--- src/rtl/seq_encoder_8to3_pkg.sv ---
// -----------------------------------------------------------------------------
// seq_encoder_8to3_pkg
//   Shared definitions for the sequential 8-to-3 encoder:
//     - default geometry (WIDTH_DEF request lines, IDX_W_DEF index bits)
//     - FSM state encoding (IDLE, SCAN, NONE)
//     - small helpers used by the encoder and its find-first-set block
//   Configuration: none of the items here depend on ENC_HIGH_FIRST_EN.
// -----------------------------------------------------------------------------
package seq_encoder_8to3_pkg;

    // Default geometry: WIDTH must always equal 2**IDX_W.
    localparam int WIDTH_DEF = 8;
    localparam int IDX_W_DEF = 3;

    // FSM state encoding. Kept as plain constants so the encoding is fixed
    // and visible to any tool that inspects the state register.
    localparam int           STATE_W  = 2;
    localparam logic [1:0]   ST_IDLE  = 2'd0;
    localparam logic [1:0]   ST_SCAN  = 2'd1;
    localparam logic [1:0]   ST_NONE  = 2'd2;

    // True for every state that presents a beat on the output port.
    function automatic logic state_has_beat(input logic [STATE_W-1:0] st);
        return (st == ST_SCAN) || (st == ST_NONE);
    endfunction

endpackage : seq_encoder_8to3_pkg

--- src/rtl/seq_encoder_8to3_ffs.sv ---
// -----------------------------------------------------------------------------
// ffs_8to3
//   Combinational find-first-set over a request vector.
//   Default build: reports the LOWEST set bit.
//   With ENC_HIGH_FIRST_EN defined: reports the HIGHEST set bit.
//
//   Parameters
//     WIDTH  number of request lines (must equal 2**IDX_W)
//     IDX_W  width of the reported index
//   Ports
//     vec     input  [WIDTH-1:0]  vector to scan
//     idx     output [IDX_W-1:0]  index of the selected set bit (0 if none)
//     found   output              at least one bit of vec is set
//     single  output              exactly one bit of vec is set
// -----------------------------------------------------------------------------
module ffs_8to3
    import seq_encoder_8to3_pkg::*;
#(
    parameter int WIDTH = WIDTH_DEF,
    parameter int IDX_W = IDX_W_DEF
) (
    input  logic [WIDTH-1:0] vec,
    output logic [IDX_W-1:0] idx,
    output logic             found,
    output logic             single
);

    logic [WIDTH-1:0] vec_minus_one;

    assign vec_minus_one = vec - WIDTH'(1);

    // Priority scan: the iteration that runs last wins, so the loop direction
    // selects which end of the vector has priority.
    always_comb begin
        idx = '0;
`ifdef ENC_HIGH_FIRST_EN
        for (int i = 0; i < WIDTH; i++) begin
            if (vec[i]) begin
                idx = IDX_W'(i);
            end
        end
`else
        for (int i = WIDTH - 1; i >= 0; i--) begin
            if (vec[i]) begin
                idx = IDX_W'(i);
            end
        end
`endif
    end

    assign found  = |vec;
    // Clearing the lowest set bit leaves zero only for a one-hot vector.
    assign single = found && ((vec & vec_minus_one) == '0);

endmodule : ffs_8to3

--- src/rtl/seq_encoder_8to3.sv ---
// -----------------------------------------------------------------------------
// seq_encoder_8to3
//   Sequential 8-to-3 encoder: captures a request vector and emits one encoded
//   beat per set bit through a valid/ready handshake (the inverse of a 3-to-8
//   decoder). An all-zero vector produces a single beat flagged with none=1.
//
//   Configuration macro
//     ENC_HIGH_FIRST_EN  defined   -> highest set bit first (descending)
//                        undefined -> lowest set bit first (ascending)
//
//   Parameters
//     WIDTH  number of request lines (default 8, must equal 2**IDX_W)
//     IDX_W  encoded index width     (default 3, needs IDX_W >= 2)
//   Ports
//     clk        input   single clock, rising edge
//     rst_n      input   synchronous active-low reset
//     e          input   request vector valid
//     d          input   request vector, d[i] asserts line i
//     in_ready   output  a new vector can be captured
//     out_valid  output  an encoded beat is on a/b/c
//     out_ready  input   downstream accepts the beat
//     a, b, c    output  encoded index {a,b,c}, a is the MSB
//     last       output  current beat is the final beat of the vector
//     none       output  the captured vector was all-zero
// -----------------------------------------------------------------------------
module seq_encoder_8to3
    import seq_encoder_8to3_pkg::*;
#(
    parameter int WIDTH = WIDTH_DEF,
    parameter int IDX_W = IDX_W_DEF
) (
    input  logic             clk,
    input  logic             rst_n,
    input  logic             e,
    input  logic [WIDTH-1:0] d,
    output logic             in_ready,
    output logic             out_valid,
    input  logic             out_ready,
    output logic             a,
    output logic             b,
    output logic             c,
    output logic             last,
    output logic             none
);

    // ------------------------------------------------------------------
    // State
    // ------------------------------------------------------------------
    logic [STATE_W-1:0] state_reg,     state_next;
    logic [WIDTH-1:0]   pend_reg,      pend_next;
    logic [IDX_W-1:0]   idx_reg,       idx_next;
    logic               last_reg,      last_next;
    logic               none_reg,      none_next;
    logic               in_ready_reg,  in_ready_next;
    logic               out_valid_reg, out_valid_next;

    // Find-first-set result for the pending vector of the NEXT cycle.
    logic [IDX_W-1:0]   ffs_idx;
    logic               ffs_found;
    logic               ffs_single;

    // One-hot mask of the bit currently being presented.
    logic [WIDTH-1:0]   clr_mask;

    logic               capture;
    logic               handshake;

    assign capture   = in_ready_reg && e;
    assign handshake = out_valid_reg && out_ready;

    // ------------------------------------------------------------------
    // Decode the presented index back into a clear mask.
    // ------------------------------------------------------------------
    genvar gi;
    generate
        for (gi = 0; gi < WIDTH; gi++) begin : g_clr
            assign clr_mask[gi] = (idx_reg == IDX_W'(gi));
        end
    endgenerate

    // ------------------------------------------------------------------
    // The FFS looks at pend_next rather than pend_reg. That lets every
    // output be a plain register loaded from the FFS result, while a
    // single FFS instance serves both the capture path (scan of d) and
    // the handshake path (scan of pend with the current bit cleared).
    // ------------------------------------------------------------------
    ffs_8to3 #(
        .WIDTH (WIDTH),
        .IDX_W (IDX_W)
    ) u_ffs (
        .vec    (pend_next),
        .idx    (ffs_idx),
        .found  (ffs_found),
        .single (ffs_single)
    );

    // ------------------------------------------------------------------
    // Next-state logic
    // ------------------------------------------------------------------
    always_comb begin
        state_next = state_reg;
        pend_next  = pend_reg;

        case (state_reg)
            ST_IDLE: begin
                if (capture) begin
                    pend_next  = d;
                    state_next = (d != '0) ? ST_SCAN : ST_NONE;
                end
            end

            ST_SCAN: begin
                if (handshake) begin
                    pend_next = pend_reg & ~clr_mask;
                    if (last_reg) begin
                        state_next = ST_IDLE;
                    end
                end
            end

            ST_NONE: begin
                if (handshake) begin
                    state_next = ST_IDLE;
                end
            end

            default: begin
                // Unreachable encoding: recover to a clean idle.
                state_next = ST_IDLE;
                pend_next  = '0;
            end
        endcase
    end

    // ------------------------------------------------------------------
    // Registered outputs derived from the next state. While stalled the
    // pending vector does not change, so the FFS result and therefore
    // every output hold their values.
    // ------------------------------------------------------------------
    always_comb begin
        in_ready_next  = (state_next == ST_IDLE);
        out_valid_next = state_has_beat(state_next);
        none_next      = (state_next == ST_NONE);
        idx_next       = '0;
        last_next      = 1'b0;

        if (state_next == ST_SCAN) begin
            idx_next  = ffs_idx;
            // ffs_found is implied by SCAN; keep it in the term so an empty
            // pending vector can never flag a final beat.
            last_next = ffs_found && ffs_single;
        end else if (state_next == ST_NONE) begin
            last_next = 1'b1;
        end
    end

    // ------------------------------------------------------------------
    // Sequential state
    // ------------------------------------------------------------------
    always_ff @(posedge clk) begin
        if (!rst_n) begin
            state_reg     <= ST_IDLE;
            pend_reg      <= '0;
            idx_reg       <= '0;
            last_reg      <= 1'b0;
            none_reg      <= 1'b0;
            in_ready_reg  <= 1'b1;
            out_valid_reg <= 1'b0;
        end else begin
            state_reg     <= state_next;
            pend_reg      <= pend_next;
            idx_reg       <= idx_next;
            last_reg      <= last_next;
            none_reg      <= none_next;
            in_ready_reg  <= in_ready_next;
            out_valid_reg <= out_valid_next;
        end
    end

    // ------------------------------------------------------------------
    // Output mapping: {a,b,c} = {MSB, next bit, LSB} of the index.
    // ------------------------------------------------------------------
    assign in_ready  = in_ready_reg;
    assign out_valid = out_valid_reg;
    assign a         = idx_reg[IDX_W-1];
    assign b         = idx_reg[IDX_W-2];
    assign c         = idx_reg[0];
    assign last      = last_reg;
    assign none      = none_reg;

endmodule : seq_encoder_8to3

--- config.mk ---
export PLATFORM = sky130hd
export DESIGN_NAME = seq_encoder_8to3
export DESIGN_NICKNAME = d
export VERILOG_FILES = /design/src/rtl/seq_encoder_8to3_pkg.sv /design/src/rtl/seq_encoder_8to3_ffs.sv /design/src/rtl/seq_encoder_8to3.sv
export SDC_FILE = /design/constraint.sdc
export NUM_CORES = 1
export LEC_CHECK = 0
export ABC_AREA = 1
export CORE_MARGIN = 10
export CORE_UTILIZATION = 39
export CTS_CLUSTER_SIZE = 30
export DETAILED_ROUTE_END_ITERATION = 16
export HOLD_SLACK_MARGIN = 0.02
export PLACE_DENSITY_LB_ADDON = 0.1
export REMOVE_ABC_BUFFERS = 1
export SETUP_SLACK_MARGIN = 0.05
export SLEW_MARGIN = 30
export SYNTH_ARGS = -nofsm -noshare
export SYNTH_HDL_FRONTEND = slang
export SYNTH_SLANG_ARGS = --single-unit
export TNS_END_PERCENT = 10
--- constraint.sdc ---
create_clock -name clk -period 1.6 [get_ports clk]
set_input_delay 0.32 -clock clk [delete_from_list [all_inputs] [get_ports clk]]
set_output_delay 0.32 -clock clk [all_outputs]
set_load 0.02 [all_outputs]
# == After elaboration in Yosys (flattened, before gate mapping) ==
# Index checks and enable logic that the tools add are counted.
# totals
register_bits,17
inputBits,12
out_inout_bits,7
wordCells,58
# classes
add_sub_neg,1
eq_ne,11
muxes,18
bitwise_logic,5
reduce_logical,14
# ops
cell,n
case mux 8 bit (3 select lines),1
bitwise AND 8 bit,2
two-way mux 8 bit,2
two-way mux 2 bit,7
== test 3 bit (second input constant),4
two-way mux 3 bit,4
logical NOT 8 bit,1
NOT 8 bit,1
nonzero test 8 bit,1
OR reduction 8 bit,1
subtractor 8 x 1 -> 8 bit (second input constant),1
== test 3 x 2 -> 1 bit (second input constant),2
case mux 2 bit (3 select lines),1
OR reduction 6 bit,1
== test 2 x 1 -> 1 bit (second input constant),2
== test 2 bit (second input constant),2
logical AND 1 bit,4
logical NOT 2 bit,2
OR reduction 4 bit,1
== test 3 x 1 -> 1 bit (second input constant),1
logical NOT 3 bit,1
two-way mux 1 bit,3
OR reduction 3 bit,1
NOT 1 bit,2
logical OR 1 bit,1

# == Logic depth before layout (Yosys ltp) ==
# logic_depth
ltp_word,12
ltp_mapped,16
ltp_nobuf,16

# == Modules after synthesis ==
# From an unflattened synthesis, not the netlist that was laid out.
# unflattened
hier_cells,207
hier_area_um2,1183.6
# modules_own_cells
module,instances,cells_per_inst,area_per_inst_um2,seq_area_each_um2
seq_encoder_8to3,1,170,1006.0,340.3
ffs_8to3,1,37,177.7,0.0

# == Worst setup path after synthesis ==
# Ideal clock, no wire load.
# synth_timing
path_type,reg-to-reg
start,"reg in_ready_reg, in the netlist in_ready"
end,"reg last_reg, in the netlist last"
setup_time_ps,112
t_arrival_ps,1565
t_required_ps,1488
path_slack_ps,-77
stages_incl_launch_ff,17
n_path_buf,0
period_less_slack_ps,1677
cell_sequence,dfxtp_1 -> nand2_1 -> clkinv_2 -> nand2_4 -> inv_4 -> nand2_1 -> nand2_1 -> inv_1 -> ha_1 -> nand2_1 -> inv_1 -> nand2_1 -> nor2_1 -> nand2_1 -> nor2_1 -> nand2_1 -> nand2_1
# synth_via
word_cells_on_any_way,15
classes_between,add/sub (1); eq/ne (2); mux (6); bitwise (1); reduce/logical (5)
# synth_rtl
element,line_no,rtl
start: declaration,seq_encoder_8to3.sv:54,"logic in_ready_reg, in_ready_next;"
start signal: assignment,seq_encoder_8to3.sv:175,in_ready_reg <= in_ready_next;
logical AND 1 bit *,seq_encoder_8to3.sv:68,assign capture = in_ready_reg && e;
two-way mux 2 bit *,seq_encoder_8to3.sv:106,if (capture) begin
case mux 2 bit (3 select lines) *,seq_encoder_8to3.sv:104,case (state_reg)
net state_next[1],seq_encoder_8to3.sv:49,"logic [STATE_W-1:0] state_reg, state_next;"
== test 2 bit,seq_encoder_8to3.sv:152,end else if (state_next == ST_NONE) begin
two-way mux 1 bit,seq_encoder_8to3.sv:152,
two-way mux 1 bit *,seq_encoder_8to3.sv:147,if (state_next == ST_SCAN) begin
end signal: assignment,seq_encoder_8to3.sv:173,last_reg <= last_next;
end: declaration,seq_encoder_8to3.sv:52,"logic last_reg, last_next;"
# The timed path passes the listed nets; every way through them passes the cells marked *.
# A chain may end at the register's enable or synchronous reset.

# == Worst setup path in the final report ==
# layout_timing
start,reg state_reg[1]
end,"reg last_reg, in the netlist last"
# layout_via
word_cells_on_any_way,19
classes_between,add/sub (1); eq/ne (4); mux (8); bitwise (1); reduce/logical (5)
# layout_rtl
element,line_no,rtl
start: declaration,seq_encoder_8to3.sv:49,
start signal: assignment,seq_encoder_8to3.sv:170,state_reg <= state_next;
two-way mux 2 bit,seq_encoder_8to3.sv:115,if (last_reg) begin
two-way mux 2 bit,seq_encoder_8to3.sv:113,if (handshake) begin
case mux 2 bit (3 select lines) *,seq_encoder_8to3.sv:104,
net state_next[1],seq_encoder_8to3.sv:49,
== test 2 bit *,--,
net none_next,seq_encoder_8to3.sv:53,"logic none_reg, none_next;"
two-way mux 1 bit *,seq_encoder_8to3.sv:152,
two-way mux 1 bit *,seq_encoder_8to3.sv:147,
# Marks and branches as above.

==> flow_summary.json <==
{
  "power.leakage_uw": 0.000981,
  "final_antenna_net_count": 0,
  "ctsHoldBuffers": 0,
  "drt-pass1-iter-count": 4,
  "tightest_slew_ns": 0.256,
  "grt_max_degree": 11,
  "muxShareOfSynthArea": 0,
  "crit_path_top_delay_cell": "dfxtp_2",
  "antenna_cells": 0,
  "grt_pass1_wl_microns": 5690,
  "cp_slowest_stage_delay_ns": 0.38,
  "synthXorXnorAreaFrac": 0,
  "die_w_microns": 75.5,
  "final.min_clock_period_ns": 1.59,
  "yosysTopAreaCell": "dfxtp_1",
  "synthAdderAreaFrac": 0.0313,
  "yosys.area_share.simple": 0.485,
  "vias": 1258,
  "dp.cells": 270,
  "die-area_sq_um": 5700,
  "layout_common_cells": "41 x nand2_1, 36 x buf_4, 25 x nand2_2",
  "cts_htree_levels": 1,
  "synth_compound_area_frac": 0.0906,
  "place_hpwl_microns": 2760,
  "worstSetupEndpoint": "last",
  "rrSetupSlack_ns": 0.006,
  "yosysTopAreaCellShare": 0.283,
  "drive_gt1_frac": 0.480,
  "avgSynthCellArea_sq_um": 6.49,
  "criticalPathCategory": "flip-flop to flip-flop",
  "synth_cells": 185,
  "power_uw": 1400,
  "hold_viol_final": 0,
  "min_from": "d[2]",
  "syn-cell-area_sq_um": 1200,
  "numPortBuffers": 18,
  "grt_pass1_vias": 1307,
  "drv_cap": 0,
  "core_sq_um": 3000,
  "power.density_nw_per_um2": 765,
  "outcome": "finished, final reports clean",
  "setup_viol": 0,
  "synthToLayoutAreaGrowth_pct": 52.8,
  "overflow": 0,
  "avgRoutedWirePerCell_microns": 12.2,
  "ir_drop_uv": 458,
  "die_h_microns": 75.5,
  "grt_antenna_before_repair": 0,
  "cp_max_fo": 5,
  "finalNetCount": 260,
  "path_common_cell": "nand2_2",
  "routed_wl_microns": 3370,
  "crit_required_ns": 1.84,
  "r2r_cells": 9,
  "clock_skew_ns": 0.00188,
  "min_period_over_period": 0.996,
  "yosys_warnings": 0,
  "drcViolationCount": 0,
  "root_buffer": "clkbuf_4",
  "cts_max_path_buffers": 2,
  "drv_slew": 0,
  "gp_congestion": 0.871,
  "cp.arrival_ns": 1.84,
  "final_cells": 277,
  "num_rows": 20,
  "cp_cell_sequence": "inv_2 > a211oi_1 > inv_1 > nand2_2 > buf_4 > ha_2 > nand2_2 > or2_2 > nand2_1",
  "yosys_register_bits": 17,
  "num_io_pins": 19,
  "rr_endpoint": "last",
  "critPathCaptureType": "flip-flop",
  "ys_seq_area_frac": 0.283,
  "multi_input_area_sq_um": 842,
  "dr.first_iter.drc_count": 19,
  "clock-sinks": 17,
  "hp-class": "input pin to flip-flop",
  "fmax_mhz": 627,
  "synthTopCellsByArea": "dfxtp_1 28%, nand2_1 18%, inv_1 8.4%, nand2_4 6.6%, nand2_2 6.3%",
  "vias_per_cell": 4.54,
  "largest_register_ffs": 8,
  "grt.total_usage": 0.129,
  "startpoint": "state_reg[1]",
  "n_fill_cell": 296,
  "startpoint_type": "flip-flop",
  "register_area_sq_um": 347,
  "clk_latency_ns": 0.29,
  "r2r_start": "state_reg[1]",
  "start_util": 0.400,
  "tritoncts": "yes",
  "numCtsBuffers": 3,
  "synth_cell_types": 25,
  "clk_pin_slew_ns": 0.10,
  "final_common_cell": "nand2_1",
  "rsz0062_at_grt": "true",
  "synth_top_family_by_area": "simple AND/OR/NAND/NOR gates",
  "slew-limit-headroom": 0.829
}
synthesized netlist by cell type:
library cell / count
inv_4: 1
inv_2: 4
nand2_2: 12
nand3_1: 5
nand3_4: 1
nor3_1: 2
nand2_4: 7
inv_1: 27
o21ai_1: 3
o21ai_2: 3
o21bai_2: 3
nor2_1: 20
nand2_1: 58
a31oi_1: 1
nor2_4: 3
or2_2: 2
nand4_1: 3
clkinv_2: 1
dfxtp_1: 17
a211oi_1: 1
nor4_1: 1
ha_1: 3
a21oi_1: 4
nor2_2: 2
clkbuf_1: 1
per-layer routing:
metal,track usage,vias up,share of wire
li1,-,682,-
met1,0.140,563,0.43
met2,0.246,11,0.53
met3,0.0299,2,0.033
met4,0.0247,0,0.0062
met5,0,-,0
per-stage QoR:
step                hold WS (ns)  utilization  area (sq um)  setup WS, ns  TNS [ns]
floorplan                  0.413            -          1200       -0.0773   -0.0852
global placement           0.574        0.560          1680        -0.471     -2.99
detailed placement         0.585        0.560          1680        -0.597     -3.94
CTS                        0.611        0.570          1710       -0.0580   -0.0580
global route               0.593        0.611          1840        -0.156    -0.325
finish                     0.564        0.611          1840       0.00637         0
critical path: cells and delay by family, from the launching register on:
kind,cells,cell delay (ns)
compound gates,1,0.22
simple gates,4,0.50
buf+inv,3,0.28
flops,1,0.38
fa+ha+maj,1,0.16
worst min-delay path by stage:
| stage | to | slack (ns) | cells after the start |
|---|---|---|---|
| floorplan | out_valid | 0.41 | 2 |
| global placement | pend_reg[2] | 0.57 | 3 |
| detailed placement | pend_reg[2] | 0.59 | 3 |
| CTS | pend_reg[2] | 0.61 | 3 |
| global route | pend_reg[2] | 0.59 | 6 |
| finish | pend_reg[2] | 0.56 | 6 |
area by class of cell:
type                    count  area share
repair buffers             56       0.245
inverters                  33      0.0709
multi-input cells         134       0.459
flip-flops and latches     17       0.189
clock buffers               4      0.0143
well taps                  33      0.0225
power breakdown:
group	internal, uW	switching (uW)
combinational	306	379
clock	96.8	139
sequential	459	24.3
total	861	542
logic make-up after synthesis:
group / Yosys count
fa+ha+maj: 3
flops: 17
buf+inv: 34
compound gates: 15
simple gates: 116
timing repair:
| item | 4_1_cts | 5_1_grt |
|---|---|---|
| gates resized for setup | 24 | 46 |
| endpoints found under the setup margin | 13 | 8 |
| pin swaps | 4 | 24 |
| endpoints found under the hold margin | 0 | 0 |
| buffers inserted | 0 | 3 |
No activity file was read; power rests on OpenSTA's default activity.
